==> config.mk <==
export PLATFORM = sky130hd
export DESIGN_NAME = ttt_board_referee
export DESIGN_NICKNAME = d
export VERILOG_FILES = /design/src/rtl/ttt_pkg.sv /design/src/rtl/ttt_line_check.sv /design/src/rtl/ttt_board_referee.sv
export SDC_FILE = /design/constraint.sdc
export NUM_CORES = 1
export LEC_CHECK = 0
export ABC_AREA = 1
export ABC_CLOCK_PERIOD_IN_PS = 2500
export BUFFER_PORTS_ARGS = -buffer_cell sky130_fd_sc_hd__buf_4
export CAP_MARGIN = 10
export CORE_ASPECT_RATIO = 1.1
export CORE_MARGIN = 5
export CORE_UTILIZATION = 39
export DETAILED_ROUTE_END_ITERATION = 16
export GPL_TIMING_DRIVEN = 1
export HOLD_SLACK_MARGIN = 0.03
export PLACE_DENSITY = 0.63
export SYNTH_ARGS = -nofsm -noshare
export SYNTH_HDL_FRONTEND = slang
export SYNTH_SLANG_ARGS = --single-unit
==> constraint.sdc <==
create_clock -name clock -period 2.5 [get_ports clock]
set_clock_uncertainty 0.15 [all_clocks]
set_input_delay 0 -clock clock [delete_from_list [all_inputs] [get_ports clock]]
set_output_delay 0 -clock clock [all_outputs]
set_load 0.02 [all_outputs]
==> src/rtl/ttt_pkg.sv <==
// Shared definitions for the tic-tac-toe referee: cell codes, referee states and the
// table of the eight winning lines.
package ttt_pkg;

  localparam logic [1:0] CELL_EMPTY = 2'b00;
  localparam logic [1:0] CELL_X     = 2'b01;
  localparam logic [1:0] CELL_O     = 2'b10;

  localparam int LAST_CELL = 8;
  localparam int NUM_LINES = 8;

  typedef enum logic [1:0] {
    READY = 2'd0,
    EVAL  = 2'd1,
    DONE  = 2'd2
  } referee_state_t;

  // Rows, then columns, then the two diagonals; entries are row-major cell indices.
  localparam int WIN_LINES [NUM_LINES][3] = '{
    '{0, 1, 2},
    '{3, 4, 5},
    '{6, 7, 8},
    '{0, 3, 6},
    '{1, 4, 7},
    '{2, 5, 8},
    '{0, 4, 8},
    '{2, 4, 6}
  };

  function automatic logic [1:0] cell_at(input logic [17:0] packed_board, input int idx);
    return packed_board[2*idx +: 2];
  endfunction

endpackage

==> src/rtl/ttt_line_check.sv <==
// Combinational scan of the eight winning lines; reports whether any line holds three
// identical non-empty cells and which player owns it.
module ttt_line_check
  import ttt_pkg::*;
(
  input  logic [17:0] board,
  output logic        line_win,
  output logic [1:0]  line_winner
);

  logic [1:0] cell_a;
  logic [1:0] cell_b;
  logic [1:0] cell_c;

  // The first complete line found wins; in legal play only one player can own a line.
  always_comb begin
    line_win    = 1'b0;
    line_winner = CELL_EMPTY;
    cell_a      = CELL_EMPTY;
    cell_b      = CELL_EMPTY;
    cell_c      = CELL_EMPTY;
    for (int l = 0; l < NUM_LINES; l++) begin
      cell_a = cell_at(board, WIN_LINES[l][0]);
      cell_b = cell_at(board, WIN_LINES[l][1]);
      cell_c = cell_at(board, WIN_LINES[l][2]);
      if (!line_win && cell_a != CELL_EMPTY && cell_a == cell_b && cell_b == cell_c) begin
        line_win    = 1'b1;
        line_winner = cell_a;
      end
    end
  end

endmodule

==> src/rtl/ttt_board_referee.sv <==
// Tic-tac-toe board store and referee: accepts move strobes, rejects illegal moves and
// reports win / full board. Optional macro TTT_MOVE_COUNT_EN adds move_count and last_position.
module ttt_board_referee
  import ttt_pkg::*;
#(
  parameter int CELLS = 9,
  parameter int POS_W = 4
) (
  input  logic             clock,
  input  logic             reset,
  input  logic             player1_play,
  input  logic             player2_play,
  input  logic [POS_W-1:0] position,
  output logic             illegal,
  output logic             move_done,
  output logic             win,
  output logic [1:0]       winner,
  output logic             no_space,
`ifdef TTT_MOVE_COUNT_EN
  output logic [3:0]       move_count,
  output logic [3:0]       last_position,
`endif
  output logic [17:0]      board
);

  referee_state_t state_q, state_d;

  logic [17:0] board_q, board_d;
  logic        illegal_q, illegal_d;
  logic        move_done_q, move_done_d;
  logic        win_q, win_d;
  logic [1:0]  winner_q, winner_d;
  logic        no_space_q, no_space_d;

  logic        one_req;
  logic        both_req;
  logic        pos_ok;
  logic [1:0]  target_cell;
  logic [1:0]  player_code;
  logic        legal_req;
  logic        illegal_req;
  logic        line_win;
  logic [1:0]  line_winner;
  logic        board_full;

  assign one_req     = player1_play ^ player2_play;
  assign both_req    = player1_play & player2_play;
  assign player_code = player1_play ? CELL_X : CELL_O;

  // Out-of-range positions never match a cell, so they leave pos_ok low.
  always_comb begin
    pos_ok      = 1'b0;
    target_cell = CELL_EMPTY;
    for (int i = 0; i < CELLS; i++) begin
      if (position == POS_W'(i)) begin
        pos_ok      = 1'b1;
        target_cell = cell_at(board_q, i);
      end
    end
  end

  assign legal_req   = one_req && pos_ok && (target_cell == CELL_EMPTY);
  assign illegal_req = both_req || (one_req && !legal_req);

  ttt_line_check u_line_check (
    .board       (board_q),
    .line_win    (line_win),
    .line_winner (line_winner)
  );

  always_comb begin
    board_full = 1'b1;
    for (int i = 0; i < CELLS; i++) begin
      if (cell_at(board_q, i) == CELL_EMPTY) begin
        board_full = 1'b0;
      end
    end
  end

  always_ff @(posedge clock) begin
    if (reset) begin
      state_q     <= READY;
      board_q     <= '0;
      illegal_q   <= 1'b0;
      move_done_q <= 1'b0;
      win_q       <= 1'b0;
      winner_q    <= CELL_EMPTY;
      no_space_q  <= 1'b0;
    end else begin
      state_q     <= state_d;
      board_q     <= board_d;
      illegal_q   <= illegal_d;
      move_done_q <= move_done_d;
      win_q       <= win_d;
      winner_q    <= winner_d;
      no_space_q  <= no_space_d;
    end
  end

  always_comb begin
    state_d = state_q;
    case (state_q)
      READY:   if (legal_req) state_d = EVAL;
      EVAL:    state_d = (line_win || board_full) ? DONE : READY;
      DONE:    state_d = DONE;
      default: state_d = READY;
    endcase
  end

  // Registered-output next values; strobes only matter while READY.
  always_comb begin
    board_d     = board_q;
    illegal_d   = 1'b0;
    move_done_d = 1'b0;
    win_d       = win_q;
    winner_d    = winner_q;
    no_space_d  = no_space_q;
    case (state_q)
      READY: begin
        if (legal_req) begin
          for (int i = 0; i < CELLS; i++) begin
            if (position == POS_W'(i)) begin
              board_d[2*i +: 2] = player_code;
            end
          end
        end else if (illegal_req) begin
          illegal_d = 1'b1;
        end
      end
      EVAL: begin
        move_done_d = 1'b1;
        win_d       = line_win;
        winner_d    = line_winner;
        no_space_d  = board_full;
      end
      default: ;
    endcase
  end

  assign board     = board_q;
  assign illegal   = illegal_q;
  assign move_done = move_done_q;
  assign win       = win_q;
  assign winner    = winner_q;
  assign no_space  = no_space_q;

`ifdef TTT_MOVE_COUNT_EN
  logic [3:0] move_count_q;
  logic [3:0] last_position_q;

  // Counts accepted moves on the same edge that writes the board.
  always_ff @(posedge clock) begin
    if (reset) begin
      move_count_q    <= 4'd0;
      last_position_q <= 4'hF;
    end else if (state_q == READY && legal_req) begin
      if (move_count_q != 4'd9) begin
        move_count_q <= move_count_q + 4'd1;
      end
      last_position_q <= 4'(position);
    end
  end

  assign move_count    = move_count_q;
  assign last_position = last_position_q;
`endif

endmodule

==> results.py, run 1 <==
metrics = {
    "status": {
        "outcome": "completed",
    },
    "route": {
        "drtIter0Drc": 183,
        "vias_per_cell": 5.25,
        "ant_nets": 0,
        "routed-via-count": 1948,
        "drcViolationCount": 0,
        "first_pass_iters": 4,
        "drt_wl_total_um": 5090,
        "routedWlPerCell_um": 13.7,
    },
    "setup_path": {
        "crit_chain": "dlygate4sd3_1, buf_4, nand2_1, dlygate4sd3_1, nor2_2, nand2_1, a21boi_1, nand3_2, nor2_4, buf_12, nand3_1, a21oi_1",
        "end_kind": "register",
        "slowest_delay_ns": 0.56,
        "crit_arrival_ns": 2.32,
        "crit_type": "input port to register",
        "crit_fanout": 17,
        "crit_required_ns": 2.55,
        "cp-start-kind": "input port",
        "slowest_stage": "dlygate4sd3_1",
    },
    "placed_design": {
        "dp_hpwl_um": 3970,
        "port_buffers": 31,
        "place_ws_ns": 0.338,
        "place_congestion": 0.961,
    },
    "global_route": {
        "grtUsageTotal_pct": 18.8,
        "grt_pass1_wl_um": 8810,
        "gr-usage-met1_pct": 25.1,
        "grt.overflow.total": 0,
        "met3_usage_pct": 2.39,
        "grtUsageMet2_pct": 30.9,
        "grt_max_degree": 21,
        "grt_pass1_vias": 1876,
        "grt_antenna_before_repair": 0,
        "grt.busiest_layer": "met2",
    },
    "floorplan": {
        "die-area_um2": 5850,
        "dieWidth_um": 73.4,
        "start_util_pct": 40.2,
        "io_pins": 32,
        "num_rows": 25,
        "die_h_um": 79.7,
        "coreArea_um2": 4290,
    },
    "clock_tree": {
        "cts_made_buffers": 3,
        "tritoncts": "built",
        "h-tree-depth": 1,
        "clock_path_buffers": 2,
        "clk_latency_ns": 0.27,
        "clock-root-buffer": "clkbuf_8",
        "clock_sinks": 26,
        "ctsResizeCount": 0,
        "clk_pin_slew_ns": 0.09,
    },
    "synth": {
        "synth_ff_type": "dfxtp_1",
        "yosys-top-cells-area": "dfxtp_1 (30%), nand2_1 (12%), nand3_1 (11%)",
        "syn-cell-area_um2": 1720,
        "synth-xor-area-share_pct": 0,
        "yosysSeqAreaShare_pct": 30.2,
        "synth_compound_area_share_pct": 16.0,
        "yosys.area.top_type": "dfxtp_1",
        "netlist_instances": 278,
        "yosysMostFrequentCell": "nand2_1",
        "ys_async_sr_fraction_pct": 0,
        "yosys.area_share.simple_pct": 40.8,
        "syn_avg_cell_area_um2": 6.20,
        "synthMuxAreaShare_pct": 0,
        "syn_nets": 287,
        "synthTopCellsByCount": "nand2_1 (53), inv_1 (44), nand3_1 (38), dfxtp_1 (26), nor2_1 (26)",
        "synth_top_family_by_area": "simple AND/OR/NAND/NOR gates",
        "ys_types": 33,
        "synth_seq_cells": 26,
        "yosysWarnings": 0,
        "synth.top_cell.area_share_pct": 30.2,
        "synth_edf_count": 0,
        "synthAdderAreaFrac_pct": 0.726,
    },
    "timing": {
        "fin_crit_sh_pct": 90.7,
        "fin_crit_ns": 2.27,
        "finalHoldViolations": 0,
        "rsz0062_at_grt": "false",
        "slew_viol_final": 0,
        "max_freq_mhz": 441,
        "final-setup-viol-count": 0,
        "fin_ws_ns": 0.232,
        "fin_tns_setup_ns": 0,
        "slew_headroom_pct": 66.4,
        "whs_ns": 0.0496,
        "tightestPinTransition_ns": 0.503,
    },
    "pwr": {
        "p_leak_nw": 0.974,
        "ir_worst_vdd_mv": 0.268,
        "power_density_nw_per_um2": 388,
    },
    "run": {
        "drv_cap": 0,
    },
    "finish": {
        "nNetsFinal": 327,
        "multi_input_area_um2": 992,
        "drive_gt1_share_pct": 16.4,
        "final_util_pct": 50.2,
        "n_fill_cell": 470,
        "register_area_um2": 520,
        "n_antenna_cell": 0,
        "synthToLayoutAreaGrowth_pct": 24.8,
    },
    "hold_path": {
        "hold_path.class": "input port to register",
    },
}
cell families after synthesis:
logic type      Yosys count
simple gates            148
fa+ha+maj                 1
buf+inv                  52
compound gates           51
flops                    26
path summary, 6_finish.rpt:
kind                     from        end  slack (ns)  cells past startpoint
setup / recovery  position[3]  board[14]        0.23                     12
hold / removal    position[1]  board[14]        0.05                      5
setup reg to reg     board[0]  winner[1]        0.31                     12
hold reg to reg      no_space   no_space        0.32                      2
layer usage:
metal,share of wire (%),vias up
met2,46,70
met3,6.4,12
met4,2.5,0
li1,-,1002
met5,0,-
met1,45,864
where the power goes:
group / internal, mW / switching [mW]
clock network: 0.141 / 0.131
registers: 0.421 / 0.00730
logic: 0.0539 / 0.0805
total: 0.616 / 0.218
timing repair:
action | 4_1_cts | 5_1_grt
hold buffers | 8 | 0
endpoints found under the setup margin | 0 | 18
hold endpoints to repair | 25 | 0
setup buffers | 0 | 1
through the flow:
stage | total power, mW | instances | area [um2]
3_5_place_dp | 0.554 | 358 | 2000
6_report | 0.834 | 371 | 2150
5_1_grt | 0.880 | 371 | 2150
4_1_cts | 0.834 | 370 | 2130
3_3_place_gp | 0.553 | 358 | 2000
2_1_floorplan | 0.518 | 278 | 1720
sequential cells by signal, indices dropped and copies added (netlist names):
signal and flops:
board 18, illegal 1, move_done 1, no_space 1, state_q 2, win 1
winner 2
layout make-up:
cell class / instances / area share [%]
Inverter: 45 / 7.85
Clock buffer: 4 / 2.56
Timing Repair Buffer: 42 / 16.2
Multi-Input combinational cell: 200 / 46.1
Tap cell: 54 / 3.14
Sequential cell: 26 / 24.2
layout by cell type (no fill, tap or decap), drive strengths merged:
cell type	instances
nand2	56
inv	45
o21bai	1
nand3b	3
nor3b	1
ha	1
dfxtp	26
buf	34
nor2	32
a21boi	1
nor4	2
nand4	9
dlygate4sd3	8
nand3	39
o21ai	19
a21oi	25
clkbuf	4
a31oi	1
o31ai	1
o2111ai	2
o22ai	1
nor3	6
critical path, delay by kind of cell:
family / cells / cell delay [ns]
AOI/OAI and AO/OA: 2 / 0.30
and+or+nand+nor: 6 / 0.65
buffers and inverters: 4 / 1.37
No activity file was read; power rests on OpenSTA's default activity.
==> inputs of run 2 (changes only) <==
--- a/config.mk
+++ b/config.mk
@@ -6,16 +6,17 @@
 export NUM_CORES = 1
 export LEC_CHECK = 0
 export ABC_AREA = 1
-export ABC_CLOCK_PERIOD_IN_PS = 2500
+export ABC_CLOCK_PERIOD_IN_PS = 1900
 export BUFFER_PORTS_ARGS = -buffer_cell sky130_fd_sc_hd__buf_4
 export CAP_MARGIN = 10
 export CORE_ASPECT_RATIO = 1.1
 export CORE_MARGIN = 5
 export CORE_UTILIZATION = 39
+export CTS_CLUSTER_DIAMETER = 120
 export DETAILED_ROUTE_END_ITERATION = 16
 export GPL_TIMING_DRIVEN = 1
 export HOLD_SLACK_MARGIN = 0.03
-export PLACE_DENSITY = 0.63
+export PLACE_DENSITY = 0.66
 export SYNTH_ARGS = -nofsm -noshare
 export SYNTH_HDL_FRONTEND = slang
 export SYNTH_SLANG_ARGS = --single-unit
==> constraint.sdc (replaced) <==
create_clock -name clock -period 1.9 [get_ports clock]
set_clock_uncertainty 0.15 [all_clocks]
set_input_delay 0 -clock clock [delete_from_list [all_inputs] [get_ports clock]]
set_output_delay 0 -clock clock [all_outputs]
set_load 0.02 [all_outputs]
==> run 2 against run 1 <==
Setup slack got worse by 0.18 ns; largest power group unchanged; count of clock-buffer cells in the layout unchanged; core utilization increased by 9.3 points; highest routed layer unchanged.
==> results.py, run 2 (synthesis results as in run 1) <==
metrics = {
    "run": {
        "drv_cap": 0,
    },
    "timing": {
        "tightestPinTransition_ns": 0.355,
        "max_freq_mhz": 542,
        "slew_headroom_pct": 76.3,
        "fin_crit_ns": 1.84,
        "slew_viol_final": 0,
        "fin_crit_sh_pct": 97.1,
        "fin_tns_setup_ns": 0,
        "rsz0062_at_grt": "true",
        "finalHoldViolations": 0,
        "final-setup-viol-count": 0,
    },
    "setup_path": {
        "crit_chain": "inv_4, nand3_2, nand2_2, nand2_4, o21ai_4, nor2_4, nand4_4, nor2_4, nand3_2, nand2_1, inv_1, nand2_1, a21oi_2",
        "slowest_delay_ns": 0.43,
        "crit_arrival_ns": 1.85,
        "cp-start-kind": "register",
        "slowest_stage": "dfxtp_4",
        "crit_fanout": 7,
        "end_kind": "register",
        "crit_type": "register to register",
        "critPathBufInv": 2,
        "crit_required_ns": 1.91,
        "crit_family": "simple AND/OR/NAND/NOR gates",
    },
    "finish": {
        "final_util_pct": 59.5,
        "multi_input_area_um2": 1110,
        "drive_gt1_share_pct": 35.3,
        "layout_common_cells": "buf_4 (68), nand2_1 (50), inv_1 (39), nand3_1 (32)",
        "n_fill_cell": 397,
        "register_area_um2": 552,
        "design_area_um2": 2550,
        "n_antenna_cell": 0,
        "synthToLayoutAreaGrowth_pct": 47.8,
        "nNetsFinal": 361,
        "final_common_cell": "buf_4",
        "largest_reg_flops": 18,
    },
    "placed_design": {
        "placedInstanceArea_um2": 2260,
        "port_buffers": 31,
        "place_congestion": 0.896,
        "dp_hpwl_um": 4270,
    },
    "route": {
        "drtIter0Drc": 186,
        "vias_per_cell": 5.26,
        "drcViolationCount": 0,
        "routedWlPerCell_um": 13.6,
        "routed-via-count": 2132,
        "first_pass_iters": 4,
        "ant_nets": 0,
        "drt_wl_total_um": 5510,
    },
    "global_route": {
        "grt_pass1_vias": 2027,
        "grt_antenna_before_repair": 0,
        "grt_pass1_wl_um": 9060,
        "grt.overflow.total": 0,
        "grtUsageTotal_pct": 19.4,
        "grt_max_degree": 21,
    },
    "clock_tree": {
        "clock_sinks": 26,
        "clk_pin_slew_ns": 0.09,
        "h-tree-depth": 1,
        "clk_latency_ns": 0.26,
        "clock_path_buffers": 2,
        "cts_made_buffers": 3,
        "tritoncts": "built",
        "clock-root-buffer": "clkbuf_8",
    },
    "floorplan": {
        "die-area_um2": 5850,
        "die_h_um": 79.7,
        "num_rows": 25,
        "io_pins": 32,
        "dieWidth_um": 73.4,
        "coreArea_um2": 4290,
        "start_util_pct": 40.2,
    },
    "pwr": {
        "switching_power_mw": 0.290,
        "internal_power_mw": 0.819,
        "swShare_pct": 26.2,
        "p_seq_share_pct": 50.0,
        "power_density_nw_per_um2": 435,
        "p_comb_share_pct": 18.6,
        "p_leak_nw": 1.19,
        "ir_worst_vdd_mv": 0.289,
        "clockPowerShare_pct": 31.4,
    },
    "status": {
        "outcome": "completed",
    },
    "hold_path": {
        "hold_path.class": "input port to register",
    },
}
==> run 2: metrics by stage <==
step	setup slack, ns	instances	hold slack (ns)	total power [mW]
final	0.0559	405	0.0510	1.11
after floorplan	0.00722	278	0.0382	0.682
after detailed placement	-0.0641	391	0.171	0.753
after global placement	-0.0269	391	0.170	0.752
after CTS	0.00517	401	0.0328	1.11
after global routing	-0.0832	405	0.0705	1.17
==> run 2: per-layer routing <==
| layer | part of all wire (%) | GRT usage [%] | vias to the layer above |
|---|---|---|---|
| li1 | - | - | 1071 |
| met1 | 43 | 24.6 | 978 |
| met2 | 49 | 34.3 | 72 |
| met3 | 5.9 | 2.14 | 11 |
| met4 | 1.7 | 5.25 | 0 |
| met5 | 0 | 0 | - |
==> run 2: worst paths after layout <==
check,startpoint,end,slack (ns),cells past startpoint
setup / recovery,board[0],winner[0],0.06,13
hold / removal,position[1],board[14],0.05,5
setup reg to reg,board[0],winner[0],0.06,13
hold reg to reg,winner[1],winner[1],0.33,2
==> run 2: worst min-delay path: stages <==
cell     delay, ns
buf_4         0.13
nand2_1       0.05
nor2_1        0.06
nand3_1       0.11
a21oi_1       0.06
==> run 2: what timing repair did <==
action | CTS | global route
setup endpoints to repair | 4 | 22
pin swaps | 0 | 12
buffers inserted | 0 | 4
gates resized for setup | 2 | 47
hold endpoints to repair | 25 | 0
hold buffers | 6 | 0
cloned | 0 | 0
==> run 2: layout make-up <==
class,instances,area share (%)
flip-flops and latches,26,21.6
repair buffers,76,23.4
well taps,54,2.65
multi-input cells,200,43.4
inverters,45,6.73
clock buffers,4,2.16
==> run 2: power by group through the flow <==
stage	clock, mW	sequential [mW]	combinational [mW]
6_report	0.348	0.554	0.207
5_1_grt	0.387	0.556	0.226
4_1_cts	0.363	0.562	0.188
3_5_place_dp	0	0.574	0.179
3_3_place_gp	0	0.574	0.177
2_1_floorplan	0	0.582	0.0997
==> inputs of run 3 (changes only) <==
--- a/config.mk
+++ b/config.mk
@@ -9,7 +9,6 @@
 export ABC_CLOCK_PERIOD_IN_PS = 1900
 export BUFFER_PORTS_ARGS = -buffer_cell sky130_fd_sc_hd__buf_4
 export CAP_MARGIN = 10
-export CORE_ASPECT_RATIO = 1.1
 export CORE_MARGIN = 5
 export CORE_UTILIZATION = 39
 export CTS_CLUSTER_DIAMETER = 120
==> run 3 against run 2 <==
Final cell count down 0.25%; register-to-register slack about the same; count of clock-buffer cells in the layout stayed put; die area about the same; largest power group unchanged; critical path depth unchanged; clock power increased by 3%; sequential share of layout area decreased by 0.29 points; worst hold slack worse by 0.0091 ns; critical endpoint unchanged.
==> results.py, run 3 (synthesis results as in run 1) <==
metrics = {
    "placed_design": {
        "port_buffers": 31,
        "dp_hpwl_um": 4300,
        "place_ws_ns": -0.0518,
        "placedInstanceArea_um2": 2260,
        "placed_cells": 389,
        "place_congestion": 0.880,
    },
    "finish": {
        "design_area_um2": 2620,
        "final_common_cell": "buf_4",
        "instances_no_fill": 404,
        "synthToLayoutAreaGrowth_pct": 51.9,
        "drive_gt1_share_pct": 38.6,
        "final_util_pct": 60.6,
        "nNetsFinal": 362,
        "layout_common_cells": "buf_4 (67), nand2_1 (47), inv_1 (37), nand3_1 (29), nor2_1 (22)",
        "n_antenna_cell": 0,
        "largest_reg_flops": 18,
    },
    "hold_path": {
        "holdPathStages": 5,
        "hold_path.class": "input port to register",
    },
    "clock_tree": {
        "clock_path_buffers": 2,
        "clock_sinks": 26,
        "cts_made_buffers": 3,
        "clk_latency_ns": 0.27,
        "tritoncts": "built",
        "clk_pin_slew_ns": 0.09,
        "h-tree-depth": 1,
        "clock-root-buffer": "clkbuf_8",
    },
    "global_route": {
        "grt_pass1_wl_um": 9640,
        "grt_antenna_before_repair": 0,
        "grt_pass1_vias": 2115,
        "grt.overflow.total": 0,
        "grt_max_degree": 21,
        "grtUsageTotal_pct": 19.5,
    },
    "pwr": {
        "p_comb_share_pct": 18.9,
        "p_seq_share_pct": 49.1,
        "ir_worst_vdd_mv": 0.272,
        "switching_power_mw": 0.304,
        "internal_power_mw": 0.817,
        "p_leak_nw": 1.20,
        "power_density_nw_per_um2": 428,
        "swShare_pct": 27.1,
        "clockPowerShare_pct": 32.0,
    },
    "floorplan": {
        "die-area_um2": 5850,
        "coreArea_um2": 4320,
        "dieWidth_um": 76.5,
        "start_util_pct": 39.9,
        "die_h_um": 76.5,
        "num_rows": 24,
        "io_pins": 32,
    },
    "setup_path": {
        "rr_worst_depth": 13,
        "crit_family": "simple AND/OR/NAND/NOR gates",
        "crit_arrival_ns": 1.85,
        "critPathBufInv": 2,
        "cp-start-kind": "register",
        "slowest_delay_ns": 0.44,
        "end_kind": "register",
        "crit_fanout": 8,
        "slowest_stage": "dfxtp_4",
        "crit_chain": "inv_4, nand3_2, nand2_2, nand2_4, o21ai_4, nor2_4, nand4_4, nor2_4, nand3_2, nand2_1, inv_1, nand2_1, a21oi_1",
        "cp.depth": 13,
        "crit_type": "register to register",
        "crit_required_ns": 1.91,
    },
    "timing": {
        "final-setup-viol-count": 0,
        "max_freq_mhz": 542,
        "slew_viol_final": 0,
        "slew_headroom_pct": 77.3,
        "fin_crit_sh_pct": 97.1,
        "rsz0062_at_grt": "true",
        "finalHoldViolations": 0,
        "fin_ws_ns": 0.0547,
        "tightestPinTransition_ns": 0.339,
        "fin_crit_ns": 1.85,
    },
    "route": {
        "ant_nets": 0,
        "routed-via-count": 2091,
        "drtIter0Drc": 116,
        "drcViolationCount": 0,
        "routedWlPerCell_um": 13.9,
        "drt_wl_total_um": 5600,
        "first_pass_iters": 4,
        "vias_per_cell": 5.18,
    },
    "status": {
        "outcome": "completed",
    },
    "run": {
        "drv_cap": 0,
    },
}
## run 3: cell count changes in the layout (fill, tap and decap cells not counted), moves of 2 or more
cell and delta:
buf_6 +3, dfxtp_2 -3, dfxtp_4 +3, nand2_1 -3, nand3_1 -3, nand3_2 +3, a21oi_1 -2, a21oi_2 +2
inv_1 -2, inv_2 +2, nand2_2 +2
## run 3: final timing paths
path,end,from,slack [ns]
setup reg to reg,winner[0],board[0],0.05
setup / recovery,winner[0],board[0],0.05
hold / removal,board[15],position[1],0.04
hold reg to reg,win,win,0.32
## run 3: worst min-delay path, cell delays in order
cell and delay, ns:
buf_4 0.13, nand2_1 0.05, nor2_1 0.07, a21oi_1 0.14, nor2_1 0.05
## run 3: through the flow
stage	hold WS (ns)	power, mW	TNS (ns)
4_1_cts	0.0388	1.12	0
2_1_floorplan	0.0382	0.682	0
6_report	0.0419	1.12	0
5_1_grt	0.0540	1.19	-0.204
3_5_place_dp	0.180	0.753	-0.0943
3_3_place_gp	0.173	0.751	0
## run 3: per-layer routing
| layer | up-vias | GRT usage (%) | routed length [um] |
|---|---|---|---|
| met3 | 10 | 2.48 | 259 |
| li1 | 1073 | - | - |
| met4 | 0 | 4.20 | 80 |
| met5 | - | 0 | 0 |
| met1 | 957 | 24.8 | 2450 |
| met2 | 51 | 34.7 | 2810 |
## run 3: repair_timing
item	in CTS	in global routing
hold buffers	6	0
setup endpoints to repair	3	22
buffers inserted	0	5
resized for setup	6	63
hold endpoints to repair	25	0
pin swaps	0	13
cloned	0	0
## run 3: layout make-up
cell class | count | area, um2
repair buffers | 77 | 617
fillers | 425 | 1710
well taps | 52 | 65.1
multi-input cells | 200 | 1150
inverters | 45 | 171
flip-flops and latches | 26 | 559
clock buffers | 4 | 55.1
## run 3: power by group through the flow
stage | registers [mW] | clock network (mW) | logic (mW)
final | 0.551 | 0.358 | 0.212
after floorplan | 0.582 | 0 | 0.0997
after global routing | 0.553 | 0.402 | 0.234
after CTS | 0.559 | 0.368 | 0.190
after global placement | 0.574 | 0 | 0.177
after detailed placement | 0.574 | 0 | 0.179
